File: config.mk
export PLATFORM = sky130hd
export DESIGN_NAME = lc3_io_responder
export DESIGN_NICKNAME = d
export VERILOG_FILES = /design/src/rtl/lc3_io_pkg.sv /design/src/rtl/lc3_io_chan_reg.sv /design/src/rtl/lc3_io_responder.sv
export SDC_FILE = /design/constraint.sdc
export NUM_CORES = 1
export LEC_CHECK = 0
export BUFFER_PORTS_ARGS = -buffer_cell sky130_fd_sc_hd__buf_2
export CORE_AREA = 2 2 83 65
export CTS_CLUSTER_DIAMETER = 120
export DETAILED_ROUTE_END_ITERATION = 8
export DIE_AREA = 0 0 85 67
export PLACE_DENSITY = 0.72
export SYNTH_ARGS = -nofsm -noshare
export SYNTH_HDL_FRONTEND = slang
export SYNTH_SLANG_ARGS = --single-unit
File: constraint.sdc
create_clock -name clk -period 1.9 [get_ports clk]
set_input_delay 0 -clock clk [delete_from_list [all_inputs] [get_ports clk]]
set_output_delay 0 -clock clk [all_outputs]
set_load 0.05 [all_outputs]
File: src/rtl/lc3_io_pkg.sv
// Shared constants and address decode for the LC-3 device-register page.
package lc3_io_pkg;

  localparam logic [15:0] KBSR_ADDR = 16'hFE00;
  localparam logic [15:0] KBDR_ADDR = 16'hFE02;
  localparam logic [15:0] DSR_ADDR  = 16'hFE04;
  localparam logic [15:0] DDR_ADDR  = 16'hFE06;
  localparam logic [15:0] MCR_ADDR  = 16'hFFFE;

  localparam int CHAR_W = 8;

  localparam int RDY = 15;
  localparam int IE  = 14;
  localparam int OVR = 0;

  typedef enum logic [2:0] {
    IO_NONE,
    IO_KBSR,
    IO_KBDR,
    IO_DSR,
    IO_DDR,
    IO_MCR
  } io_reg_e;

  function automatic io_reg_e decode_io(input logic [15:0] addr);
    io_reg_e r;
    case (addr)
      KBSR_ADDR: r = IO_KBSR;
      KBDR_ADDR: r = IO_KBDR;
      DSR_ADDR:  r = IO_DSR;
      DDR_ADDR:  r = IO_DDR;
      MCR_ADDR:  r = IO_MCR;
      default:   r = IO_NONE;
    endcase
    return r;
  endfunction

endpackage

File: src/rtl/lc3_io_chan_reg.sv
// One-entry holding register: loads on set when empty, empties on clr when full.
module lc3_io_chan_reg #(
  parameter int W = 8
) (
  input  logic         clk,
  input  logic         reset,
  input  logic         set_i,
  input  logic         clr_i,
  input  logic [W-1:0] data_i,
  output logic         full_o,
  output logic [W-1:0] data_o
);

  logic         full_q;
  logic [W-1:0] data_q;

  // set is ignored while full, so a full entry's data never changes underneath the reader
  always_ff @(posedge clk) begin
    if (reset) begin
      full_q <= 1'b0;
      data_q <= '0;
    end else if (full_q) begin
      if (clr_i) full_q <= 1'b0;
    end else if (set_i) begin
      full_q <= 1'b1;
      data_q <= data_i;
    end
  end

  assign full_o = full_q;
  assign data_o = data_q;

endmodule

File: src/rtl/lc3_io_responder.sv
// LC-3 memory-mapped keyboard, display and machine-control registers,
// bridged to valid/ready character streams.
module lc3_io_responder
  import lc3_io_pkg::*;
(
  input  logic              clk,
  input  logic              reset,
  input  logic [15:0]       mar,
  input  logic [15:0]       mdr,
  input  logic              memwe,
  output logic              io_sel,
  output logic [15:0]       io_rdata,
  input  logic              kb_valid,
  input  logic [CHAR_W-1:0] kb_data,
  output logic              kb_ready,
  output logic              disp_valid,
  output logic [CHAR_W-1:0] disp_data,
  input  logic              disp_ready,
  output logic              kb_irq,
  output logic              mcr_run
);

  localparam int PAD = 16 - CHAR_W;

  io_reg_e           sel;
  logic              wr;
  logic              kbdr_rd, kbdr_rd_q, kb_clr;
  logic              kb_full;
  logic [CHAR_W-1:0] kb_char;
  logic              ie_q, ovr_q;
  logic [15:0]       mcr_q;
  logic [15:0]       io_rdata_q, io_rdata_d;
  logic [15:0]       kbsr_v, dsr_v;

  assign sel     = decode_io(mar);
  assign io_sel  = (sel != IO_NONE);
  assign wr      = memwe & io_sel;
  assign kbdr_rd = ~memwe & (sel == IO_KBDR);
  // clear only on the first cycle of a KBDR read so a long hold does not eat a new char
  assign kb_clr  = kbdr_rd & ~kbdr_rd_q;

  lc3_io_chan_reg #(.W(CHAR_W)) u_kb (
    .clk    (clk),
    .reset  (reset),
    .set_i  (kb_valid),
    .clr_i  (kb_clr),
    .data_i (kb_data),
    .full_o (kb_full),
    .data_o (kb_char)
  );

  lc3_io_chan_reg #(.W(CHAR_W)) u_disp (
    .clk    (clk),
    .reset  (reset),
    .set_i  (wr && sel == IO_DDR),
    .clr_i  (disp_ready),
    .data_i (mdr[CHAR_W-1:0]),
    .full_o (disp_valid),
    .data_o (disp_data)
  );

  assign kbsr_v = {kb_full, ie_q, 14'b0};
  assign dsr_v  = {~disp_valid, 14'b0, ovr_q};

  always_comb begin
    io_rdata_d = '0;
    case (sel)
      IO_KBSR: io_rdata_d = kbsr_v;
      IO_KBDR: io_rdata_d = {{PAD{1'b0}}, kb_char};
      IO_DSR:  io_rdata_d = dsr_v;
      IO_DDR:  io_rdata_d = {{PAD{1'b0}}, disp_data};
      IO_MCR:  io_rdata_d = mcr_q;
      default: io_rdata_d = '0;
    endcase
  end

  always_ff @(posedge clk) begin
    if (reset) begin
      ie_q       <= 1'b0;
      ovr_q      <= 1'b0;
      mcr_q      <= 16'h8000;
      io_rdata_q <= '0;
      kbdr_rd_q  <= 1'b0;
    end else begin
      io_rdata_q <= io_rdata_d;
      kbdr_rd_q  <= kbdr_rd;
      if (wr && sel == IO_KBSR) ie_q <= mdr[IE];
      if (wr && sel == IO_DSR)  ovr_q <= 1'b0;
      // status is sampled pre-edge, so a write racing the handshake still overruns
      if (wr && sel == IO_DDR && disp_valid) ovr_q <= 1'b1;
      if (wr && sel == IO_MCR) mcr_q <= mdr;
    end
  end

  assign io_rdata = io_rdata_q;
  assign kb_ready = ~kb_full;
  assign kb_irq   = kb_full & ie_q;
  assign mcr_run  = mcr_q[RDY];

endmodule
# Yosys cells after proc, flatten, opt, wreduce, memory -nomap -nowiden
# Cells that the tools add are included.
dict set report op_classes {
  eq_ne 10
  mux 10
  n_reduce_logical 9
  bitwise 8
}
# cell n
set ops {}
lappend ops {{16-bit equality test (second input constant)} 5}
lappend ops {{16-bit case mux with 5 select lines} 1}
lappend ops {{3-bit case mux with 5 select lines} 1}
lappend ops {{1-bit 2-to-1 mux} 8}
lappend ops {{3-bit by 2-bit equality test with 1-bit output (second input constant)} 2}
lappend ops {{3-bit equality test (second input constant)} 2}
lappend ops {{1-bit logical AND} 5}
lappend ops {{1-bit AND} 4}
lappend ops {{1-bit inverter} 4}
lappend ops {{2-bit AND reduction} 2}
lappend ops {{3-bit by 1-bit equality test with 1-bit output (second input constant)} 1}
lappend ops {{3-bit nonzero test} 1}
lappend ops {{2-bit nonzero test} 1}
dict set report word_totals {
  output_inout_bits 29
  input_bits 45
  reg_bits 53
  elab_cells 46
}

# Longest topological paths before layout
# Gate-level depths: netlist of run 1.
dict set report depth {
  depth_word 7
  mapped_depth 6
}

# Modules after synthesis
# From an unflattened synthesis of run 1, not the netlist that was laid out.
dict set report hier_totals {
  hier_cells 241
  hier_area_um2 2404.8
}
# mod area_each_um2 instances cells_each
set modules_own_cells {}
lappend modules_own_cells {lc3_io_responder 1559.0 1 165}
lappend modules_own_cells {lc3_io_chan_reg 422.9 2 38}

# Worst setup path after synthesis of run 1
# OpenSTA, ideal clock, no wires.
dict set report synth_timing {
  path_kind {input-to-output}
  from {input mar[5]}
  to {output io_sel}
  t_arrival_ns 1.992
  n_path_buf 1
  stages 4
  setup_slack_ns -0.092
  required_time_ns 1.900
  cell_sequence {or4_4 buf_6 o32a_1 nor3_1}
}
dict set report synth_between {
  elab_chain_len 3
  elab_cells_between_ends 7
}
# item line
set synth_lines {}
lappend synth_lines {{start: declaration} lc3_io_responder.sv:8} ;# input logic [15:0] mar,
lappend synth_lines {{16-bit equality test} lc3_io_pkg.sv:27} ;# case (addr)
lappend synth_lines {{3-bit case mux with 5 select lines *} lc3_io_pkg.sv:27}
lappend synth_lines {{3-bit nonzero test *} lc3_io_responder.sv:36} ;# assign io_sel = (sel != IO_NONE);
lappend synth_lines {{end: declaration} lc3_io_responder.sv:11} ;# output logic io_sel,
# Mark *: on every way between the ends. The rest lies on a longest branch, timed or not.

# Final worst setup path of run 1
dict set report layout_timing {
  from {input mar[5]}
  to {register io_rdata_q[6], in the netlist io_rdata[6]}
}
dict set report layout_between {
  elab_chain_len 4
  elab_cells_between_ends 12
}
# item line
set layout_lines {}
lappend layout_lines {{16-bit equality test} lc3_io_pkg.sv:27}
lappend layout_lines {{3-bit case mux with 5 select lines *} lc3_io_pkg.sv:27}
lappend layout_lines {{3-bit equality test (tied with other cells)} lc3_io_responder.sv:67} ;# case (sel)
lappend layout_lines {{16-bit case mux with 5 select lines *} lc3_io_responder.sv:67}
lappend layout_lines {{end signal: assignment} lc3_io_responder.sv:85} ;# io_rdata_q <= io_rdata_d;
lappend layout_lines {{end: declaration} lc3_io_responder.sv:32} ;# logic [15:0] io_rdata_q, io_rdata_d;
# Marks and branches as above.
# A chain may end at the register's enable or synchronous reset.

==> results of run 1 <==
cell type report:
cell class | instances | area, µm² | area share (%)
well taps | 60 | 75.1 | 2.52
inverters | 5 | 18.8 | 0.629
clock buffers | 6 | 82.6 | 2.77
clock inverters | 2 | 13.8 | 0.461
flip-flops and latches | 53 | 1060 | 35.6
repair buffers | 113 | 728 | 24.4
multi-input cells | 152 | 1000 | 33.7
path summary, 6_finish.rpt:
path	slack (ns)	to	start	cells after the start
min	0.06	u_kb.full_o	kb_valid	4
max reg2reg	0.58	u_disp.data_o[1]	u_disp.full_o	3
min reg2reg	0.46	u_kb.full_o	kbdr_rd_q	1
max	0.45	io_rdata[6]	mar[5]	6
flip-flops by register name (all words and copies together) (netlist names):
name	flops
u_disp.full_o	1
mcr_q	16
ovr_q	1
u_kb.full_o	1
u_disp.data_o	8
ie_q	1
kbdr_rd_q	1
io_rdata	16
u_kb.data_o	8
routing by layer:
| metal | up-vias | GRT usage, % |
|---|---|---|
| met5 | - | 0 |
| met1 | 978 | 27.7 |
| met4 | 0 | 5.95 |
| met2 | 79 | 32.9 |
| met3 | 7 | 4.71 |
| li1 | 1040 | - |
cell usage after synthesis:
library cell	n
sky130_fd_sc_hd__and2_1	6
sky130_fd_sc_hd__o21ai_0	24
sky130_fd_sc_hd__nand3_1	25
sky130_fd_sc_hd__nand3b_1	1
sky130_fd_sc_hd__clkinv_1	1
sky130_fd_sc_hd__nand4_1	4
sky130_fd_sc_hd__clkbuf_1	10
sky130_fd_sc_hd__or4bb_1	1
sky130_fd_sc_hd__or4_1	3
sky130_fd_sc_hd__buf_2	3
sky130_fd_sc_hd__nor4_1	1
sky130_fd_sc_hd__o2bb2ai_2	7
sky130_fd_sc_hd__dfxtp_1	53
sky130_fd_sc_hd__o32a_1	1
sky130_fd_sc_hd__buf_1	1
sky130_fd_sc_hd__buf_6	2
sky130_fd_sc_hd__nor2_1	17
sky130_fd_sc_hd__nor4_2	2
sky130_fd_sc_hd__a22oi_1	9
sky130_fd_sc_hd__a32oi_1	2
sky130_fd_sc_hd__or3_1	1
sky130_fd_sc_hd__a21oi_2	1
sky130_fd_sc_hd__a31o_2	2
sky130_fd_sc_hd__nor2b_1	2
sky130_fd_sc_hd__nand2b_1	1
sky130_fd_sc_hd__nor3_1	1
sky130_fd_sc_hd__or4_4	1
sky130_fd_sc_hd__mux2i_1	9
sky130_fd_sc_hd__nand4b_2	1
sky130_fd_sc_hd__o31a_1	1
sky130_fd_sc_hd__inv_1	4
sky130_fd_sc_hd__a21oi_1	26
sky130_fd_sc_hd__or4b_2	1
sky130_fd_sc_hd__nand2_1	1
sky130_fd_sc_hd__nor4_4	1
critical path: stages:
cell and delay, ns:
sky130_fd_sc_hd__buf_2 0.11, sky130_fd_sc_hd__or4_4 0.54, sky130_fd_sc_hd__o32a_1 0.32, sky130_fd_sc_hd__or4_1 0.40, sky130_fd_sc_hd__buf_4 0.20, sky130_fd_sc_hd__o2bb2ai_2 0.12
logic make-up (layout without fill, tap and decap cells):
kind of cell | after synthesis | count (layout) | share of synthesized area (%)
AO/OA/AOI/OAI | 73 | 73 | 22.6
AND/OR/NAND/NOR | 70 | 70 | 19.3
flip-flops | 53 | 53 | 49.4
buffers and inverters | 21 | 126 | 4.54
multiplexers | 9 | 9 | 4.19
stage by stage:
stage | hold WS [ns] | total power, W | instance area (µm²) | utilization [%]
2_1_floorplan | 0.147 | 0.00122 | 2150 | -
3_3_place_gp | 0.235 | 0.00130 | 2640 | 54.8
3_5_place_dp | 0.241 | 0.00130 | 2640 | 54.8
4_1_cts | 0.0417 | 0.00199 | 2980 | 61.9
5_1_grt | 0.0618 | 0.00206 | 2980 | 61.9
6_report | 0.0558 | 0.00198 | 2980 | 61.9
power groups by stage:
stage | combinational [W] | sequential, W | clock (W)
3_3_place_gp | 0.000145 | 0.00115 | 0
4_1_cts | 0.000185 | 0.00113 | 0.000680
3_5_place_dp | 0.000146 | 0.00115 | 0
5_1_grt | 0.000204 | 0.00113 | 0.000725
6_report | 0.000188 | 0.00113 | 0.000665
2_1_floorplan | 0.0000681 | 0.00115 | 0
timing repair:
action | 4_1_cts | 5_1_grt
setup endpoints to repair | 0 | 0
resized for setup | 0 | 0
hold buffers | 25 | 0
buffers inserted | 0 | 0
hold endpoints to repair | 34 | 0
==> out/results.env, run 1 <==
SYNTH_TOP_CELL_AREA_SHARE_PCT=49.4
DRT_DRC_VIOLATIONS_LEFT=0
ARRIVAL_NS=1.69
SYNTH_CELLS=226
WORST_CLOCK_SKEW_NS=0.0102
CHIPHEIGHT_UM=67
ROUTE.LAYER.MET1.WL_UM=2570
FINALWEIGHTEDCONGESTION=0.795
CRITICAL_PATH.STARTPOINT_TYPE='input port'
SYN2LAYOUT_AREA_GROWTH_PCT=38.8
SETUP_SLACK_OF_THE_CRITICAL_PATH_AFTER_LAYOUT_NS=0.453
ANT_NETS=0
ANTENNA_CELLS=0
IO_PINS=74
AVGSYNTHCELLAREA_UM2=9.51
MIN_PERIOD_NS=1.45
ROUTED-VIA-COUNT=2104
WORSTMARGINPINSLEW_NS=0.680
RUN_STATUS='finished clean'
MAXSLEWHEADROOM_PCT=54.5
VIAS_PER_CELL=5.38
YS_WARN_COUNT=0
NUMBER_OF_ANTENNA_VIOLATIONS_AT_THE_FIRST_CHECK_IN_GLOBAL_ROUTING=0
CAP_VIOL_MAX_COUNT=0
CTS_MAX_LEVEL=2
YOSYS_REGISTER_BITS=53
TOTAL_SETUP_VIOLATIONS_REPORTED_AT_THE_END_OF_THE_FLOW=0
DRIVE_ABOVE_1_SHARE_PCT=34.1
TRACK_USAGE_PCT=20.5
DP_SLACK_NS=0.132
CRITPATHMAXFANOUT=9
CTS_TREE='done'
FIRST_GLOBAL_VIAS=1927
NETSWITCHINGPOWER_W=0.000467
CELLPOWERDENSITY_nW_PER_UM2=664
POWER.STATIC_LEAKAGE_nW=1.23
SETUP_TOTAL_NEGATIVE_SLACK_NS=0
BUFFER_PORTS.INSERTED=73
DETAIL_ROUTE.ITER0.VIOLATIONS=197
SYNTH_CELL_TYPES=35
YOSYSSEQAREASHARE_PCT=49.4
GRT_START_MAX_NET_PINS=40
CLOCKBUFFERDEPTH=2
TIMING.FINAL.MAX_SLEW_VIOLATIONS=0
LAYOUT.NETS=375
CLOCKPOWERSHARE_PCT=33.6
TIMING.CRITICAL_PATH.REQUIRED_NS=2.14
YOSYS-TOP-CELLS-AREA='sky130_fd_sc_hd__dfxtp_1, sky130_fd_sc_hd__a21oi_1, sky130_fd_sc_hd__nand3_1'
CLK_LATENCY_NS=0.31
FILLERINSTANCES=421
POWER_FRAC_COMB_PCT=9.5
DRT-WIRELENGTH-PER-CELL_UM=14.4
CTS_INSERTED_BUFFERS=5
CRITPATHKIND='input port to flip-flop'
DETAILROUTE.WIRELENGTH.MET3_UM=375
ENDPOINT_TYPE_OF_THE_WORST_SETUP_PATH='flip-flop'
DR_WL_MET2_UM=2640
PWR-SHARE-SEQ_PCT=57.0
LAYOUT_CELLS_EXCL_FILL=391
WIRELENGTH_UM=5640
SYN-CELL-AREA_UM2=2150
GLOBAL_ROUTE.OVERFLOW_TOTAL=0
VDD_IR_DROP_MAX_uV=343
PLACED_CELLS=358
FIRST_PASS_ITERS=4
CLKSINKCOUNT=53
DIE_W_UM=85
POST-SYNTH-TOP-AREA-CELL='sky130_fd_sc_hd__dfxtp_1'
TIMING.FINAL.HOLD_VIOLATIONS=0
CTS.CLK_SLEW.WORST_PATHS_NS=0.09
FINAL_MIN_PERIOD_OVER_CLOCK_PERIOD_PCT=76.1
CORE_REGION_AREA_UM2=4820
NETSWITCHINGFRACTION_PCT=23.6
DESIGN.DIE.AREA_UM2=5700
CLOCK_TREE.ROOT_CELL='sky130_fd_sc_hd__clkbuf_8'
INITIAL_UTILIZATION_PCT=44.6
MAXUSEDROUTINGLAYER='met4'
MOST-COMMON-LAYOUT-CELLS='sky130_fd_sc_hd__buf_2, sky130_fd_sc_hd__dfxtp_1, sky130_fd_sc_hd__a21oi_1'
ROWS=22
RSZ0062_AT_GRT='no'
DP_HPWL_UM=3740
MOST_COMMON_CELL_AFTER_LAYOUT_FILL_AND_TAPS_ASIDE='sky130_fd_sc_hd__buf_2'
P_INT_W=0.00151
GRT_FIRST_PASS_WIRELENGTH_UM=9110
MAPPEDNETLISTNETS=271
FMAX_GHz=0.691
HP-CLASS='input port to flip-flop'
(Power assumes the default switching activity.)
==> run 2, diff against run 1 <==
--- a/config.mk
+++ b/config.mk
@@ -5,11 +5,12 @@
 export SDC_FILE = /design/constraint.sdc
 export NUM_CORES = 1
 export LEC_CHECK = 0
+export ABC_AREA = 1
 export BUFFER_PORTS_ARGS = -buffer_cell sky130_fd_sc_hd__buf_2
-export CORE_AREA = 2 2 83 65
+export CORE_AREA = 2 2 88 69
 export CTS_CLUSTER_DIAMETER = 120
 export DETAILED_ROUTE_END_ITERATION = 8
-export DIE_AREA = 0 0 85 67
+export DIE_AREA = 0 0 90 71
 export PLACE_DENSITY = 0.72
 export SYNTH_ARGS = -nofsm -noshare
 export SYNTH_HDL_FRONTEND = slang
==> constraint.sdc (replaced) <==
create_clock -name clk -period 1.3 [get_ports clk]
set_input_delay 0 -clock clk [delete_from_list [all_inputs] [get_ports clk]]
set_output_delay 0 -clock clk [all_outputs]
set_load 0.05 [all_outputs]
==> out/results.env, run 2 <==
SYN2LAYOUT_AREA_GROWTH_PCT=36.6
FMAX_GHz=0.858
CAP_VIOL_MAX_COUNT=0  # unchanged
GRTUSAGEMET1_PCT=26.1  # -1.7 points
FIRST_PASS_ITERS=4  # unchanged
ANT_NETS=0  # unchanged
AVGSYNTHCELLAREA_UM2=7.16  # -25%
SETUP_TOTAL_NEGATIVE_SLACK_NS=0  # unchanged
DETAIL_ROUTE.ITER0.VIOLATIONS=97  # -51%
WORST_MIN_DELAY_PATH_ENDPOINT='u_kb.full_o'
DRIVE_ABOVE_1_SHARE_PCT=26.8  # -7.3 points
MET3_USAGE_IN_GLOBAL_ROUTING_PCT=4.69  # -0.023 points
SYNTH_TOP_CELL_AREA_SHARE_PCT=44.4  # -5.0 points
CTS_MAX_LEVEL=2  # unchanged
PLACE_AREA_UM2=2900  # +9.9%
CTS_TREE='done'
ANTENNA_CELLS=0  # unchanged
WORSTMARGINPINSLEW_NS=0.343  # -0.337 ns
WORST-R2R-SETUP-SLACK_NS=0.22  # -0.36 ns
GLOBAL_ROUTE.OVERFLOW_TOTAL=0  # unchanged
TIMING.FINAL.MAX_SLEW_VIOLATIONS=0  # unchanged
MOST_COMMON_CELL_AFTER_LAYOUT_FILL_AND_TAPS_ASIDE='sky130_fd_sc_hd__nand2_1'
ROWS=24  # +9.1%
RSZ0062_AT_GRT='no'
SYNTH_CELLS=334  # +48%
CELLPOWERDENSITY_nW_PER_UM2=945  # +42%
POWER.STATIC_LEAKAGE_nW=1.64  # +34%
ARRIVAL_NS=1.16  # -0.53 ns
WORST_R2R_ENDPOINT='u_kb.data_o[7]'
CRITPATHKIND='input port to primary output'
TRACK_USAGE_PCT=19.1  # -1.4 points
MAPPEDNETLISTNETS=379  # +40%
WORST_CLOCK_SKEW_NS=0.00510  # -0.00506 ns
SYNTH_CELL_TYPES=29  # -17%
YOSYS-TOP-CELLS-AREA='sky130_fd_sc_hd__dfxtp_1, sky130_fd_sc_hd__nand2_1, sky130_fd_sc_hd__nor2_1'
CLOCKBUFFERDEPTH=2  # unchanged
HP-CLASS='input port to flip-flop'
DESIGN.DIE.AREA_UM2=6390  # +12%
CLOCK_TREE.ROOT_CELL='sky130_fd_sc_hd__clkbuf_8'
GROUTE.LAYER.MET2.USAGE_PCT=32.2  # -0.66 points
YS_WARN_COUNT=0  # unchanged
DP_HPWL_UM=4220  # +13%
TOTAL_SETUP_VIOLATIONS_REPORTED_AT_THE_END_OF_THE_FLOW=0  # unchanged
MOST-COMMON-LAYOUT-CELLS='sky130_fd_sc_hd__nand2_1, sky130_fd_sc_hd__buf_2, sky130_fd_sc_hd__nor2_1'
TIMING.CRITICAL_PATH.REQUIRED_NS=1.30  # -0.84 ns
CRITICAL_PATH.STARTPOINT_TYPE='input port'
R2R.WORST_PATH.CELLS=5  # +2
VDD_IR_DROP_MAX_uV=525  # +53%
LAYOUT.NETS=484  # +29%
HOLD_DEPTH=3  # -1
RUN_STATUS='finished clean'
SYNTHFLOPTYPE='sky130_fd_sc_hd__dfxtp_1'
INITIAL_UTILIZATION_PCT=42.8  # -1.8 points
ASYNCSETRESETFLOPFRACSYNTH_PCT=0  # unchanged
GRT_START_MAX_NET_PINS=20  # -50%
DRT-WIRELENGTH-PER-CELL_UM=11.4  # -21%
FILLERINSTANCES=563  # +34%
CORE_REGION_AREA_UM2=5590  # +16%
FIN_WORST_HOLD_SLACK_NS=0.0385  # -0.0173 ns
DRT_DRC_VIOLATIONS_LEFT=0  # unchanged
GRT_FIRST_PASS_WIRELENGTH_UM=9970  # +9.5%
CP_DELAY_BY_FAMILY_TOP='simple AND/OR/NAND/NOR gates'
CRITPATHMAXFANOUT=4  # -5
BUFFER_PORTS.INSERTED=73  # unchanged
NUMBER_OF_ANTENNA_VIOLATIONS_AT_THE_FIRST_CHECK_IN_GLOBAL_ROUTING=0  # unchanged
ROUTED-VIA-COUNT=2279  # +8.3%
CP.BUFFERS_INVERTERS=4  # +2
VIAS_PER_CELL=4.40  # -18%
DIE_W_UM=90  # +5.9%
CRIT_START='mar[14]'
FIRST_GLOBAL_VIAS=2144  # +11%
CLKSINKCOUNT=53  # unchanged
YOSYSSEQAREASHARE_PCT=44.4  # -5.0 points
LAYOUT_CELL_AREA_EXCL_FILL_UM2=3260  # +9.4%
CLK_LATENCY_NS=0.30  # about the same
YOSYS_REGISTER_BITS=53  # unchanged
SYNTH-EDFF-COUNT=0  # unchanged
SYN-CELL-AREA_UM2=2390  # +11%
ENDPOINT_TYPE_OF_THE_WORST_SETUP_PATH='primary output'
WORSTPATHCELLLIST='buf_2 > nand2_2 > inv_1 > nand2_1 > nor2_2 > nand2_1 > nand3_4 > buf_4 > buf_2'
WORST_PATH_MAX_DELAY_CELL='sky130_fd_sc_hd__buf_2'
MIN_PERIOD_NS=1.16
CTS.CLK_SLEW.WORST_PATHS_NS=0.09  # about the same
MOST_FREQUENT_CELLS_AFTER_SYNTHESIS='sky130_fd_sc_hd__nand2_1, sky130_fd_sc_hd__nor2_1, sky130_fd_sc_hd__dfxtp_1'
CTS_INSERTED_BUFFERS=5  # unchanged
FINAL_MIN_PERIOD_OVER_CLOCK_PERIOD_PCT=89.6
FINALWEIGHTEDCONGESTION=0.790  # -0.59%
POST-CTS-SETUP-BUFFER-COUNT=0  # unchanged
POST-SYNTH-TOP-AREA-CELL='sky130_fd_sc_hd__dfxtp_1'
CHIPHEIGHT_UM=71  # +6.0%
WIRELENGTH_UM=5900  # +4.5%
SYNTH_MOST_COMMON_CELL='sky130_fd_sc_hd__nand2_1'
R2R_START='u_kb.full_o'
HOLD_WC_STARTPOINT='kb_valid'
TIMING.FINAL.HOLD_VIOLATIONS=0  # unchanged
GLOBALROUTE.BUSIESTLAYER='met2'
CRITPATHMAXSTAGEDELAY_NS=0.26  # -0.28 ns
MAXSLEWHEADROOM_PCT=77.1  # +23 points
IO_PINS=74  # unchanged
run 2: cell types whose count changed in the layout (fill, tap and decap cells not counted), moves of 7 or more:
cell,before,now
sky130_fd_sc_hd__buf_4,15,7
sky130_fd_sc_hd__a21oi_1,26,6
sky130_fd_sc_hd__o2bb2ai_2,7,0
sky130_fd_sc_hd__nand3_1,25,5
sky130_fd_sc_hd__mux2i_1,9,0
sky130_fd_sc_hd__o21ai_0,24,10
sky130_fd_sc_hd__inv_1,4,45
sky130_fd_sc_hd__a22oi_1,9,0
sky130_fd_sc_hd__nand2_1,1,86
sky130_fd_sc_hd__nor2_1,17,72
run 2: worst max-delay path by stage:
stage,end,slack (ns),depth (start not counted)
final,io_sel,0.14,9
after global routing,io_sel,0.04,8
after CTS,io_sel,0.12,9
after detailed placement,io_rdata[6],-0.08,12
after global placement,io_rdata[5],-0.03,11
after floorplan,u_kb.data_o[0],0.03,5
run 2: worst register-to-register path: stages (launching register included):
cell and delay, ns:
sky130_fd_sc_hd__dfxtp_1 0.36, sky130_fd_sc_hd__inv_1 0.07, sky130_fd_sc_hd__nand2_1 0.10, sky130_fd_sc_hd__buf_4 0.18, sky130_fd_sc_hd__o21ai_0 0.20, sky130_fd_sc_hd__nor2_1 0.06
run 2: area by class of cell:
type / instances / area (µm²) / area share (%)
Multi-Input combinational cell: 222 / 1080 / 33.0
Sequential cell: 53 / 1060 / 32.5
Timing Repair Buffer: 108 / 728 / 22.3
Inverter: 49 / 184 / 5.63
Tap cell: 78 / 97.6 / 2.99
Clock buffer: 7 / 86.3 / 2.64
Clock inverter: 1 / 30.0 / 0.920
run 2: power breakdown:
part	switching, W	internal [W]	total, W
combinational	0.000139	0.000135	0.000275
sequential	0.0000162	0.00165	0.00166
clock	0.000520	0.000628	0.00115
total	0.000676	0.00241	0.00309
run 2: kinds of logic after synthesis:
kind of cell,count (synthesis),share of synthesized area [%]
buf+inv,59,10.6
flops,53,44.4
simple gates,189,35.4
compound gates,33,9.58
run 2: metal layers:
layer,wire [µm],vias up
met5,0,-
met2,2710,60
met1,2850,982
li1,-,1235
met4,6,0
met3,324,2
run 2: timing repair:
action                    CTS  global route
hold endpoints to repair   29             0
resized for setup           0             0
hold buffers               25             0
run 2: through the flow:
stage	util [%]	worst slack (ns)	power (W)	instances
after CTS	58.4	0.121	0.00311	518
after global routing	58.4	0.0391	0.00322	518
after detailed placement	51.9	-0.0755	0.00191	485
final	58.4	0.135	0.00309	518
after global placement	51.9	-0.0276	0.00191	485
after floorplan	-	0.0310	0.00180	334
